[src/rtl/div_radix2_if.sv]
// Operand and result handshakes between the MDU stage-2/3 logic and the radix-2 divider.
interface div_radix2_if #(
    parameter int unsigned WIDTH = 32
);
    logic             div_valid;
    logic             div_ready;
    logic             div_signed_i;
    logic [WIDTH-1:0] Z_i;
    logic [WIDTH-1:0] D_i;
    logic             res_valid;
    logic             res_ready;
    logic [WIDTH-1:0] q_o;
    logic [WIDTH-1:0] s_o;

    modport master (
        output div_valid, div_signed_i, Z_i, D_i, res_ready,
        input  div_ready, res_valid, q_o, s_o
    );

    modport slave (
        input  div_valid, div_signed_i, Z_i, D_i, res_ready,
        output div_ready, res_valid, q_o, s_o
    );
endinterface

[src/rtl/div_radix2.sv]
// Multi-cycle radix-2 restoring divider (DIV/MOD engine). Define DIV_CLZ_SKIP_EN to skip
// the leading zeros of the dividend with a CLZ pre-shift at accept.
module div_radix2 #(
    parameter int unsigned WIDTH = 32
) (
    input  logic          clk,
    input  logic          rst_n,
    div_radix2_if.slave   div
);
    localparam int unsigned CntW = $clog2(WIDTH);

    typedef enum logic [1:0] {StIdle, StCalc, StDone} state_e;

    state_e           state_q, state_d;
    logic [CntW-1:0]  cnt_q, cnt_d;
    logic [WIDTH-1:0] rem_q, rem_d;
    logic [WIDTH-1:0] dvd_q, dvd_d;
    logic [WIDTH-1:0] dabs_q, dabs_d;
    logic             qsign_q, qsign_d;
    logic             rsign_q, rsign_d;
    logic             dz_q, dz_d;
    logic [WIDTH-1:0] q_q, q_d;
    logic [WIDTH-1:0] s_q, s_d;

    logic [WIDTH-1:0] z_abs, d_abs;
    logic [WIDTH:0]   shifted, diff;
    logic             qbit;
    logic [WIDTH-1:0] rem_nxt, dvd_nxt, q_fix, s_fix;

`ifdef DIV_CLZ_SKIP_EN
    function automatic logic [CntW:0] clz(input logic [WIDTH-1:0] v);
        logic [CntW:0] n;
        logic          found;
        n     = '0;
        found = 1'b0;
        for (int i = WIDTH - 1; i >= 0; i--) begin
            if (!found) begin
                if (v[i]) found = 1'b1;
                else      n     = n + 1'b1;
            end
        end
        return n;
    endfunction

    logic [CntW:0] z_lz;
    assign z_lz = clz(z_abs);
`endif

    assign z_abs = (div.div_signed_i && div.Z_i[WIDTH-1]) ? -div.Z_i : div.Z_i;
    assign d_abs = (div.div_signed_i && div.D_i[WIDTH-1]) ? -div.D_i : div.D_i;

    // The partial remainder stays below |D|, so only the WIDTH+1-bit trial needs the extra bit.
    assign shifted = {rem_q, dvd_q[WIDTH-1]};
    assign diff    = shifted - {1'b0, dabs_q};
    assign qbit    = ~diff[WIDTH];
    assign rem_nxt = qbit ? diff[WIDTH-1:0] : shifted[WIDTH-1:0];
    assign dvd_nxt = {dvd_q[WIDTH-2:0], qbit};

    // Divide by zero yields all ones; the remainder path already reproduces the raw dividend.
    assign q_fix = dz_q ? '1 : (qsign_q ? -dvd_nxt : dvd_nxt);
    assign s_fix = rsign_q ? -rem_nxt : rem_nxt;

    always_comb begin
        state_d = state_q;
        cnt_d   = cnt_q;
        rem_d   = rem_q;
        dvd_d   = dvd_q;
        dabs_d  = dabs_q;
        qsign_d = qsign_q;
        rsign_d = rsign_q;
        dz_d    = dz_q;
        q_d     = q_q;
        s_d     = s_q;

        unique case (state_q)
            StIdle: begin
                if (div.div_valid) begin
                    state_d = StCalc;
                    rem_d   = '0;
                    dabs_d  = d_abs;
                    qsign_d = div.div_signed_i & (div.Z_i[WIDTH-1] ^ div.D_i[WIDTH-1]);
                    rsign_d = div.div_signed_i & div.Z_i[WIDTH-1];
                    dz_d    = (div.D_i == '0);
`ifdef DIV_CLZ_SKIP_EN
                    dvd_d = z_abs << z_lz;
                    cnt_d = CntW'(32'(WIDTH) - 32'(z_lz) - 32'd1);
                    if (z_abs == '0) begin
                        state_d = StDone;
                        q_d     = (div.D_i == '0) ? '1 : '0;
                        s_d     = '0;
                    end
`else
                    dvd_d = z_abs;
                    cnt_d = CntW'(WIDTH - 1);
`endif
                end
            end
            StCalc: begin
                rem_d = rem_nxt;
                dvd_d = dvd_nxt;
                cnt_d = cnt_q - 1'b1;
                if (cnt_q == '0) begin
                    state_d = StDone;
                    q_d     = q_fix;
                    s_d     = s_fix;
                end
            end
            StDone: begin
                if (div.res_ready) state_d = StIdle;
            end
            default: state_d = StIdle;
        endcase
    end

    always_ff @(posedge clk) begin
        if (!rst_n) begin
            state_q <= StIdle;
            cnt_q   <= '0;
            rem_q   <= '0;
            dvd_q   <= '0;
            dabs_q  <= '0;
            qsign_q <= 1'b0;
            rsign_q <= 1'b0;
            dz_q    <= 1'b0;
            q_q     <= '0;
            s_q     <= '0;
        end else begin
            state_q <= state_d;
            cnt_q   <= cnt_d;
            rem_q   <= rem_d;
            dvd_q   <= dvd_d;
            dabs_q  <= dabs_d;
            qsign_q <= qsign_d;
            rsign_q <= rsign_d;
            dz_q    <= dz_d;
            q_q     <= q_d;
            s_q     <= s_d;
        end
    end

    assign div.div_ready = (state_q == StIdle);
    assign div.res_valid = (state_q == StDone);
    assign div.q_o       = q_q;
    assign div.s_o       = s_q;
endmodule

[src/flat_wrapper.sv]
// flat-port wrapper written by rule: the top's interface ports become plain ports
module div_radix2_flat 
#(
    parameter int unsigned WIDTH = 32
)
  (clk, rst_n, div_div_valid, div_div_signed_i, div_Z_i, div_D_i, div_res_ready, div_div_ready, div_res_valid, div_q_o, div_s_o);
  div_radix2_if #(.WIDTH(WIDTH)) div_i ();
  input  logic clk;
  input  logic rst_n;
  input wire logic [$bits(div_i.div_valid)-1:0] div_div_valid;
  input wire logic [$bits(div_i.div_signed_i)-1:0] div_div_signed_i;
  input wire logic [$bits(div_i.Z_i)-1:0] div_Z_i;
  input wire logic [$bits(div_i.D_i)-1:0] div_D_i;
  input wire logic [$bits(div_i.res_ready)-1:0] div_res_ready;
  output wire logic [$bits(div_i.div_ready)-1:0] div_div_ready;
  output wire logic [$bits(div_i.res_valid)-1:0] div_res_valid;
  output wire logic [$bits(div_i.q_o)-1:0] div_q_o;
  output wire logic [$bits(div_i.s_o)-1:0] div_s_o;
  assign div_i.div_valid = div_div_valid;
  assign div_i.div_signed_i = div_div_signed_i;
  assign div_i.Z_i = div_Z_i;
  assign div_i.D_i = div_D_i;
  assign div_i.res_ready = div_res_ready;
  assign div_div_ready = div_i.div_ready;
  assign div_res_valid = div_i.res_valid;
  assign div_q_o = div_i.q_o;
  assign div_s_o = div_i.s_o;
  div_radix2 #(.WIDTH(WIDTH)) u_core (.clk(clk), .rst_n(rst_n), .div(div_i));
endmodule
[config.mk]
export PLATFORM = sky130hd
export DESIGN_NAME = div_radix2_flat
export DESIGN_NICKNAME = d
export VERILOG_FILES = /design/src/rtl/div_radix2_if.sv /design/src/rtl/div_radix2.sv /design/src/flat_wrapper.sv
export SDC_FILE = /design/constraint.sdc
export NUM_CORES = 1
export LEC_CHECK = 0
export ABC_AREA = 1
export BUFFER_PORTS_ARGS = -buffer_cell sky130_fd_sc_hd__buf_2
export CELL_PAD_IN_SITES_DETAIL_PLACEMENT = 2
export CELL_PAD_IN_SITES_GLOBAL_PLACEMENT = 2
export CORE_AREA = 3 3 285 147
export CTS_CLUSTER_DIAMETER = 80
export DETAILED_ROUTE_END_ITERATION = 16
export DIE_AREA = 0 0 288 150
export HOLD_SLACK_MARGIN = 0.05
export PLACE_DENSITY_LB_ADDON = 0.1
export REMOVE_ABC_BUFFERS = 1
export SLEW_MARGIN = 25
export SYNTH_ARGS = -nofsm -noshare
export SYNTH_HDL_FRONTEND = slang
export SYNTH_SLANG_ARGS = --single-unit
[constraint.sdc]
create_clock -name clk -period 4.9 [get_ports clk]
set_input_delay 0.735 -clock clk [delete_from_list [all_inputs] [get_ports clk]]
set_output_delay 0.735 -clock clk [all_outputs]
set_load 0.005 [all_outputs]
Yosys cells after proc, flatten, opt, wreduce, memory -nomap -nowiden. Index checks and enable logic that the tools add are counted.

Register bits after elaboration: 170. Word-level logic and storage cells: 51. Output and inout port bits: 66.

Add/subtract/negate cells: 6. Eq/ne operators: 5. Multiplexer cells: 16. Bitwise operators: 4. Reductions and logical operators: 10.

Operators by type and width (number): $mux W32 (8); $neg A32 Y32 (4); $pmux W32 S2 (2); $sub A33 B32 Y33 (1); $logic_not A32 Y1 (1); $pmux W5 S2 (1); $mux W2 (3); $pmux W2 S3 (1); $reduce_and A2 Y1 (3); $logic_not A5 Y1 (1); $mux W5 (1); $sub A5 B1 Y5 const B (1); $ne A2 B2 Y1 const B (2); $reduce_and A3 Y1 (1); $and A1 B1 Y1 (2); $eq A2 B1 Y1 const B (1); $eq A2 B2 Y1 const B (1); $logic_and A1 B1 Y1 (2); $logic_not A2 Y1 (1); $ne A2 B1 Y1 const B (1); $reduce_bool A2 Y1 (1); $not A1 Y1 (1); $xor A1 B1 Y1 (1).

Logic depth before layout (Yosys ltp). Gate-level depths: netlist (run 1).

Depth after elaboration: 5. Depth in mapped cells: 30. Gate-level depth less buffers: 28.

Least setup slack after synthesis (run 1). No wires, ideal clock.

Path kind: reg-to-reg. From: register u_core.dvd_q[31]. To: register u_core.q_q[30], in the netlist u_core.div.q_o[30]. Cell stages (with the launch flop): 31. Slack: 901 ps. Data arrival time: 3885 ps. Buffers on the path: 2. Required time: 4786 ps. Period minus slack after synthesis: 3999 ps. Library setup time: 114 ps. Cell sequence: dfxtp_1 > inv_1 > ha_1 > fa_1 > inv_1 > nand2_1 > nand2_1 > nand3_1 > nand2_1 > nand2_1 > nand2_1 > nand2_4 > nand2_4 > nand2_4 > nand2_8 > buf_12 > buf_6 > ha_1 > nand3_1 > nor3_1 > nand3_1 > nor3_1 > nand3_1 > nand2_1 > o21ai_0 > a21oi_1 > o21ai_0 > a21oi_1 > xor2_1 > o21bai_1 > inv_1.

Cells in the longest elaborated chain, start to end: 5.

RTL lines: start, declared (line div_radix2.sv:17) `logic [WIDTH-1:0] dvd_q, dvd_d;`; start signal, assigned (line div_radix2.sv:131) `dvd_q <= dvd_d;`; $sub A33 B32 Y33 (line div_radix2.sv:54) `assign diff = shifted - {1'b0, dabs_q};`; $not A1 Y1 (line div_radix2.sv:55) `assign qbit = ~diff[WIDTH];`; $neg A32 Y32 (line div_radix2.sv:60) `assign q_fix = dz_q ? '1 : (qsign_q ? -dvd_nxt : dvd_nxt);`; $mux W32 (2 in series) (line div_radix2.sv:60); end signal, assigned (line div_radix2.sv:136) `q_q <= q_d;`; end, declared (line div_radix2.sv:22) `logic [WIDTH-1:0] q_q, q_d;`.

Every way passes these cells. A chain may end at the register's enable or synchronous reset.

Worst setup path after layout (run 1).
From: register u_core.dvd_q[31]. To: register u_core.s_q[23], in the netlist u_core.div.s_o[23].

Cells in the longest elaborated chain, start to end: 4.

RTL lines: $sub A33 B32 Y33 (line div_radix2.sv:54); $mux W32 * (line div_radix2.sv:56) `assign rem_nxt = qbit ? diff[WIDTH-1:0] : shifted[WIDTH-1:0];`; $neg A32 Y32 (line div_radix2.sv:61) `assign s_fix = rsign_q ? -rem_nxt : rem_nxt;`; $mux W32 * (line div_radix2.sv:61); end signal, assigned (line div_radix2.sv:126) `s_q <= '0;`; end signal, assigned (line div_radix2.sv:137) `s_q <= s_d;`; end, declared (line div_radix2.sv:23) `logic [WIDTH-1:0] s_q, s_d;`.

Mark *: on every way between the ends. The rest lies on a longest branch, timed or not.

==> results.sh, run 1 <==
export IMPL_grt_use_total_pct=26.6
export IMPL_critPathArrivalTime_ns=4.90
export IMPL_n_antenna_cell=0
export IMPL_drc_errors=0
export IMPL_crit_chain="inv_1 -> ha_1 -> fa_1 -> inv_1 -> nand2_1 -> nand2_1 -> nand3_1 -> nand2_2 -> nand2_1 -> nand2_1 -> nand2_4 -> nand2_4 -> nand2_4 -> nand2_8 -> buf_4 -> nand2_1 -> nand2_4 -> nand3_2 -> nor2_1 -> nand3_1 -> nand2_2 -> a21oi_1 -> nor2_1 -> nor2_1"
export IMPL_clk_pin_slew_ns=0.07
export IMPL_postRouteAntennaNets=0
export IMPL_wirelength_mm=56.7
export IMPL_crit_start="u_core.dvd_q[31]"
export IMPL_finClkSkew_ns=0.0133
export IMPL_vdd_ir_drop_max_mv=0.308
export IMPL_stdcell_count=2711
export IMPL_fin_nets=2266
export IMPL_h_tree_depth=4
export IMPL_critical_path_class="reg -> reg"
export IMPL_post_cts_setup_buffers=0
export IMPL_cts_root_buf="clkbuf_16"
export IMPL_ys_async_sr_fraction_pct=0
export IMPL_initial_core_util_pct=31.7
export IMPL_crit_top_cell="nand2_1"
export IMPL_grt_overflow_total=0
export IMPL_ys_flop_type="dfxtp_1"
export IMPL_cts_sinks=170
export IMPL_clock_latency_ns=0.47
export IMPL_cts_resized=0
export IMPL_fin_util_pct=36.1
export IMPL_core_rowCount=52
export IMPL_final_cell_area_um2=14400
export IMPL_hold_path_class="reg -> reg"
export IMPL_drive_above_1_share_pct=12.2
export IMPL_drtIter0Drc=893
export IMPL_tritoncts="built"
export IMPL_worst_setup_path_end_kind="register"
export IMPL_synth_area_leaders="dfxtp_1 (27%), nand2_1 (18%), inv_1 (8.7%)"
export IMPL_post_drt_via_cell_ratio=5.28
export IMPL_setup_worst_path_start_class="register"
export IMPL_ys_seq_area_share_pct=27.0
export IMPL_syn_inst=2065
export IMPL_worstPathMaxFanout=40
export IMPL_timing_rr_start="u_core.dvd_q[31]"
export IMPL_gp_congestion=0.854
export IMPL_fin_crit_ns=4.55
export IMPL_syn_area_um2=12600
export IMPL_synth_edf_count=0
export IMPL_io_pins=135
export IMPL_status="finished clean"
export IMPL_clock_fmax_mhz=220
export IMPL_grt_max_degree=87
export IMPL_worstPathRequired_ns=5.25
export IMPL_first_pass_iters=5
export IMPL_cell_internal_pwr_mw=3.13
export IMPL_power_clock_fraction_pct=24.2
export IMPL_avgSynthCellArea_um2=6.11
export IMPL_grt_pass1_vias=14557
export IMPL_p_per_area_nw_per_um2=419
export IMPL_maxCapViolations=0
export IMPL_synth_seq_cells=170
export IMPL_hpwl_mm=44.9
export IMPL_holdCritStartpoint="u_core.cnt_q[4]"
export IMPL_pwr_share_comb_pct=48.9
export IMPL_tightest_slew_ns=0.962
export IMPL_drv_slew=0
export IMPL_yosys_area_top_type_share_pct=27.0
export IMPL_vias=14320
export IMPL_synth_largest_area_cell="dfxtp_1"
export IMPL_crit_path_max_incr_delay_ns=0.46
export IMPL_area_growth_pct=14.0
export IMPL_die_height_um=150
export IMPL_dp_cells=2679
export IMPL_clk_path_buf_depth=2
export IMPL_fin_setup_tns_ns=0
export IMPL_place_area_um2=13800
export IMPL_core_um2=39800
export IMPL_die_area_um2=43200
export IMPL_yosysWarnings=0
export IMPL_portBuffers=134
export IMPL_ctsHoldBuffers=0
export IMPL_p_leak_nw=7.23
export IMPL_slowest_stage="buf_4"
export IMPL_seqPwrFrac_pct=26.8
export IMPL_final_hold_viol_count=0
export IMPL_ys_types=54
export IMPL_grt_pass1_wl_mm=87.6
export IMPL_finalSetupViolCount=0
export IMPL_wl_per_cell_um=20.9
export IMPL_period_share_pct=92.8
export IMPL_antenna_found_initial=0
export IMPL_p_sw_mw=2.90
export IMPL_relSlewSlack_pct=35.9
export IMPL_tritoncts_num_buffers=17
export IMPL_die_w_um=288
export IMPL_p_sw_share_pct=48.1
export IMPL_total_power_mw=6.02
worst max-delay path, delay by kind of cell, from the launching register on:
family / cells / cell delay [ns]
flops: 1 / 0.34
simple gates: 18 / 2.72
fa+ha+maj: 2 / 0.63
compound gates: 1 / 0.08
buf+inv: 3 / 0.62
synth_stat cells, types with 2 or more instances:
library cell / number
ha_1: 38
a31oi_1: 43
dfxtp_1: 170
xnor2_1: 22
nor2_1: 177
nor2_2: 14
buf_6: 5
clkbuf_1: 52
nand4_1: 17
o41ai_1: 2
nand3_2: 3
inv_2: 5
o21ai_0: 111
a221oi_1: 3
a21o_1: 2
buf_2: 5
o221ai_1: 23
nand3b_1: 17
buf_1: 14
nand2_1: 608
and3_1: 2
o211ai_1: 9
a21oi_1: 133
or2_2: 8
a211oi_1: 2
a22oi_1: 3
nand3_1: 120
o221a_2: 2
inv_1: 291
xor2_1: 48
o21bai_1: 11
buf_4: 2
o21ai_1: 4
and2_1: 2
nand2_4: 8
nand2_2: 24
o31ai_1: 2
nor4_1: 10
o21a_1: 8
nor3_1: 31
cells by family after synthesis:
family,share of synthesized area [%]
AO/OA/AOI/OAI,16.6
AND/OR/NAND/NOR,35.8
adder cells (fa/ha/maj),3.93
flip-flops,27.0
XOR/XNOR,4.86
buffers and inverters,11.8
path summary, 6_finish.rpt:
kind	end	slack [ns]	cells after the start
worst max-delay path	u_core.div.s_o[23]	0.35	24
worst min-delay path	u_core.cnt_q[4]	0.50	1
worst max register to register	u_core.div.s_o[23]	0.35	24
worst min register to register	u_core.cnt_q[4]	0.50	1
registers in the layout (all words and copies together) (netlist names):
signal and cells:
u_core.rem_q 32, u_core.dvd_q 32, u_core.qsign_q 1, u_core.rsign_q 1, u_core.cnt_q 5, u_core.div.s_o 32
u_core.dabs_q 32, u_core.state_q 2, u_core.dz_q 1, u_core.div.q_o 32
power groups by stage:
stage / Clock [mW] / Combinational (mW) / Sequential [mW]
5_1_grt: 1.55 / 3.27 / 1.63
3_5_place_dp: 0 / 2.88 / 1.65
6_report: 1.46 / 2.95 / 1.62
3_3_place_gp: 0 / 2.75 / 1.64
4_1_cts: 1.49 / 2.91 / 1.62
2_1_floorplan: 0 / 1.82 / 1.62
placed cells by master, fill, tap and decap left out, types with 23 or more instances in the layout:
cell type / Yosys / layout
o221ai_1: 23 / 23
buf_2: 5 / 133
inv_1: 291 / 290
nand2_2: 24 / 25
o21ai_0: 111 / 109
nor3_1: 31 / 30
xor2_1: 48 / 48
nand3_1: 120 / 120
a31oi_1: 43 / 43
nor2_1: 177 / 174
ha_1: 38 / 38
nand2_1: 608 / 607
dfxtp_1: 170 / 170
a21oi_1: 133 / 132
routing by layer:
layer,global-route usage (%),up-vias,wire [um]
met5,0,-,0
met4,5.01,0,719
met3,4.70,35,2750
met2,37.9,280,22700
met1,41.2,7169,30600
li1,-,6836,-
layout make-up:
class | instances | area [um2]
Tap cell | 540 | 676
Clock buffer | 25 | 526
Inverter | 297 | 1110
Clock inverter | 7 | 77.6
Sequential cell | 170 | 3400
Multi-Input combinational cell | 1518 | 7750
Timing Repair Buffer | 154 | 836
Fill cell | 5015 | 25400
through the flow:
| step | setup WS [ns] | hold WS (ns) |
|---|---|---|
| floorplan | -2.22 | 0.433 |
| global placement | 0.432 | 0.472 |
| detailed placement | 0.164 | 0.481 |
| CTS | 0.0884 | 0.493 |
| global route | -0.0198 | 0.515 |
| finish | 0.353 | 0.496 |
Power figures use the tool's default switching activity.
==> run 2: changes to the inputs <==
--- a/config.mk
+++ b/config.mk
@@ -9,13 +9,14 @@
 export BUFFER_PORTS_ARGS = -buffer_cell sky130_fd_sc_hd__buf_2
 export CELL_PAD_IN_SITES_DETAIL_PLACEMENT = 2
 export CELL_PAD_IN_SITES_GLOBAL_PLACEMENT = 2
-export CORE_AREA = 3 3 285 147
+export CORE_AREA = 3 3 273 141
 export CTS_CLUSTER_DIAMETER = 80
 export DETAILED_ROUTE_END_ITERATION = 16
-export DIE_AREA = 0 0 288 150
+export DIE_AREA = 0 0 276 144
 export HOLD_SLACK_MARGIN = 0.05
 export PLACE_DENSITY_LB_ADDON = 0.1
 export REMOVE_ABC_BUFFERS = 1
+export SKIP_CTS_REPAIR_TIMING = 1
 export SLEW_MARGIN = 25
 export SYNTH_ARGS = -nofsm -noshare
 export SYNTH_HDL_FRONTEND = slang
==> constraint.sdc (replaced) <==
create_clock -name clk -period 5.4 [get_ports clk]
set_input_delay 0.81 -clock clk [delete_from_list [all_inputs] [get_ports clk]]
set_output_delay 0.81 -clock clk [all_outputs]
set_load 0.005 [all_outputs]
==> run 2 against run 1 <==
Net effect:
- die area down 8.0%
- core utilization up 3.6 points
- final cell count down 2.3%
- critical path type unchanged
- flip-flop and latch count unchanged
- maximum frequency down 3.6%
- sequential share of layout area up 0.22 points
- setup slack better by 0.33 ns
- largest power group unchanged
==> results.sh, run 2 (same netlist as run 1, synthesis figures left out) <==
export IMPL_status="finished clean"
export IMPL_relSlewSlack_pct=41.8
export IMPL_worst_path_dominant_cell_family="simple AND/OR/NAND/NOR gates"
export IMPL_clock_latency_ns=0.48
export IMPL_grt_overflow_total=0
export IMPL_crit_buf_inv=3
export IMPL_crit_path_max_incr_delay_ns=0.40
export IMPL_maxCapViolations=0
export IMPL_hold_path_class="reg -> reg"
export IMPL_period_share_pct=87.4
export IMPL_grt_pass1_vias=14565
export IMPL_tightest_slew_ns=0.872
export IMPL_cts_root_buf="clkbuf_16"
export IMPL_core_rowCount=49
export IMPL_initial_core_util_pct=35.1
export IMPL_post_drt_via_cell_ratio=5.20
export IMPL_p_per_area_nw_per_um2=369
export IMPL_die_height_um=144
export IMPL_finClkSkew_ns=0.0176
export IMPL_vias=13791
export IMPL_wirelength_mm=49.1
export IMPL_fin_nets=2261
export IMPL_n_antenna_cell=0
export IMPL_tritoncts="built"
export IMPL_fin_crit_ns=4.72
export IMPL_setup_slack_ns=0.683
export IMPL_drc_errors=0
export IMPL_die_w_um=276
export IMPL_drtIter0Drc=547
export IMPL_postRouteAntennaNets=0
export IMPL_slowest_stage="fa_1"
export IMPL_hpwl_mm=37.8
export IMPL_worstPathMaxFanout=9
export IMPL_grt_pass1_wl_mm=79.5
export IMPL_wl_per_cell_um=18.5
export IMPL_worstPathRequired_ns=5.77
export IMPL_grt_use_total_pct=25.0
export IMPL_clk_path_buf_depth=2
export IMPL_critical_path_class="reg -> reg"
export IMPL_finalSetupViolCount=0
export IMPL_final_cell_area_um2=14300
export IMPL_io_pins=135
export IMPL_drv_slew=0
export IMPL_setup_worst_path_start_class="register"
export IMPL_final_hold_viol_count=0
export IMPL_final_common_cell="nand2_1"
export IMPL_tritoncts_num_buffers=17
export IMPL_clk_pin_slew_ns=0.07
export IMPL_p_leak_nw=7.20
export IMPL_clock_fmax_mhz=212
export IMPL_place_area_um2=13700
export IMPL_cts_sinks=170
export IMPL_fillers=4647
export IMPL_vdd_ir_drop_max_mv=0.267
export IMPL_die_area_um2=39700
export IMPL_portBuffers=134
export IMPL_area_growth_pct=13.0
export IMPL_dp_worst_setup_slack_ns=0.965
export IMPL_gp_congestion=0.867
export IMPL_rsz0062_at_grt="no"
export IMPL_antenna_found_initial=0
export IMPL_first_pass_iters=5
export IMPL_crit_top_cell="nand2_1"
export IMPL_drive_above_1_share_pct=11.9
export IMPL_core_um2=35900
export IMPL_final_cell_mix="nand2_1 (608), inv_1 (290), nor2_1 (174)"
export IMPL_worst_setup_path_end_kind="register"
export IMPL_grt_max_degree=83
export IMPL_h_tree_depth=4
export IMPL_critPathArrivalTime_ns=5.09
## run 2: tightest hold or removal path, cell delays in order (launching register included)
cell and delay (ns):
dfxtp_1 0.31, nand2_1 0.06, a21oi_1 0.06
## run 2: report_power, final
part | switching [mW] | leakage (nW) | internal (mW)
logic | 1.74 | 5.51 | 0.734
registers | 0.0967 | 1.39 | 1.36
clock network | 0.648 | 0.295 | 0.675
## run 2: stage by stage
| stage | setup TNS [ns] | util, % | hold slack, ns | power [mW] | instances |
|---|---|---|---|---|---|
| 4_1_cts | 0 | 39.7 | 0.474 | 5.31 | 2650 |
| 6_report | 0 | 39.7 | 0.470 | 5.26 | 2650 |
| 5_1_grt | 0 | 39.7 | 0.489 | 5.70 | 2650 |
| 2_1_floorplan | -63.11 | - | 0.433 | 3.12 | 1985 |
| 3_3_place_gp | 0 | 38.0 | 0.459 | 3.84 | 2618 |
| 3_5_place_dp | 0 | 38.0 | 0.462 | 3.93 | 2618 |
## run 2: final timing paths
kind | startpoint | to | slack [ns] | cells past startpoint
min | u_core.div.s_o[1] | u_core.div.s_o[1] | 0.47 | 2
max | u_core.dvd_q[31] | u_core.div.q_o[30] | 0.68 | 28
min reg2reg | u_core.div.s_o[1] | u_core.div.s_o[1] | 0.47 | 2
max reg2reg | u_core.dvd_q[31] | u_core.div.q_o[30] | 0.68 | 28
## run 2: final cells by class
cell class                      instances  area, um2  share of cell area (%)
Multi-Input combinational cell       1518       7740                    54.3
Clock buffer                           18        439                    3.08
Sequential cell                       170       3400                    23.9
Timing Repair Buffer                  149        783                    5.49
Tap cell                              484        606                    4.25
Clock inverter                         14        168                    1.18
Inverter                              297       1110                    7.82
## run 2: layer usage
| metal | GRT usage, % | part of all wire, % | vias up |
|---|---|---|---|
| li1 | - | - | 6813 |
| met2 | 44.7 | 48 | 118 |
| met3 | 3.76 | 2.3 | 48 |
| met1 | 32.1 | 48 | 6812 |
| met4 | 6.05 | 1.5 | 0 |
| met5 | 0 | 0 | - |
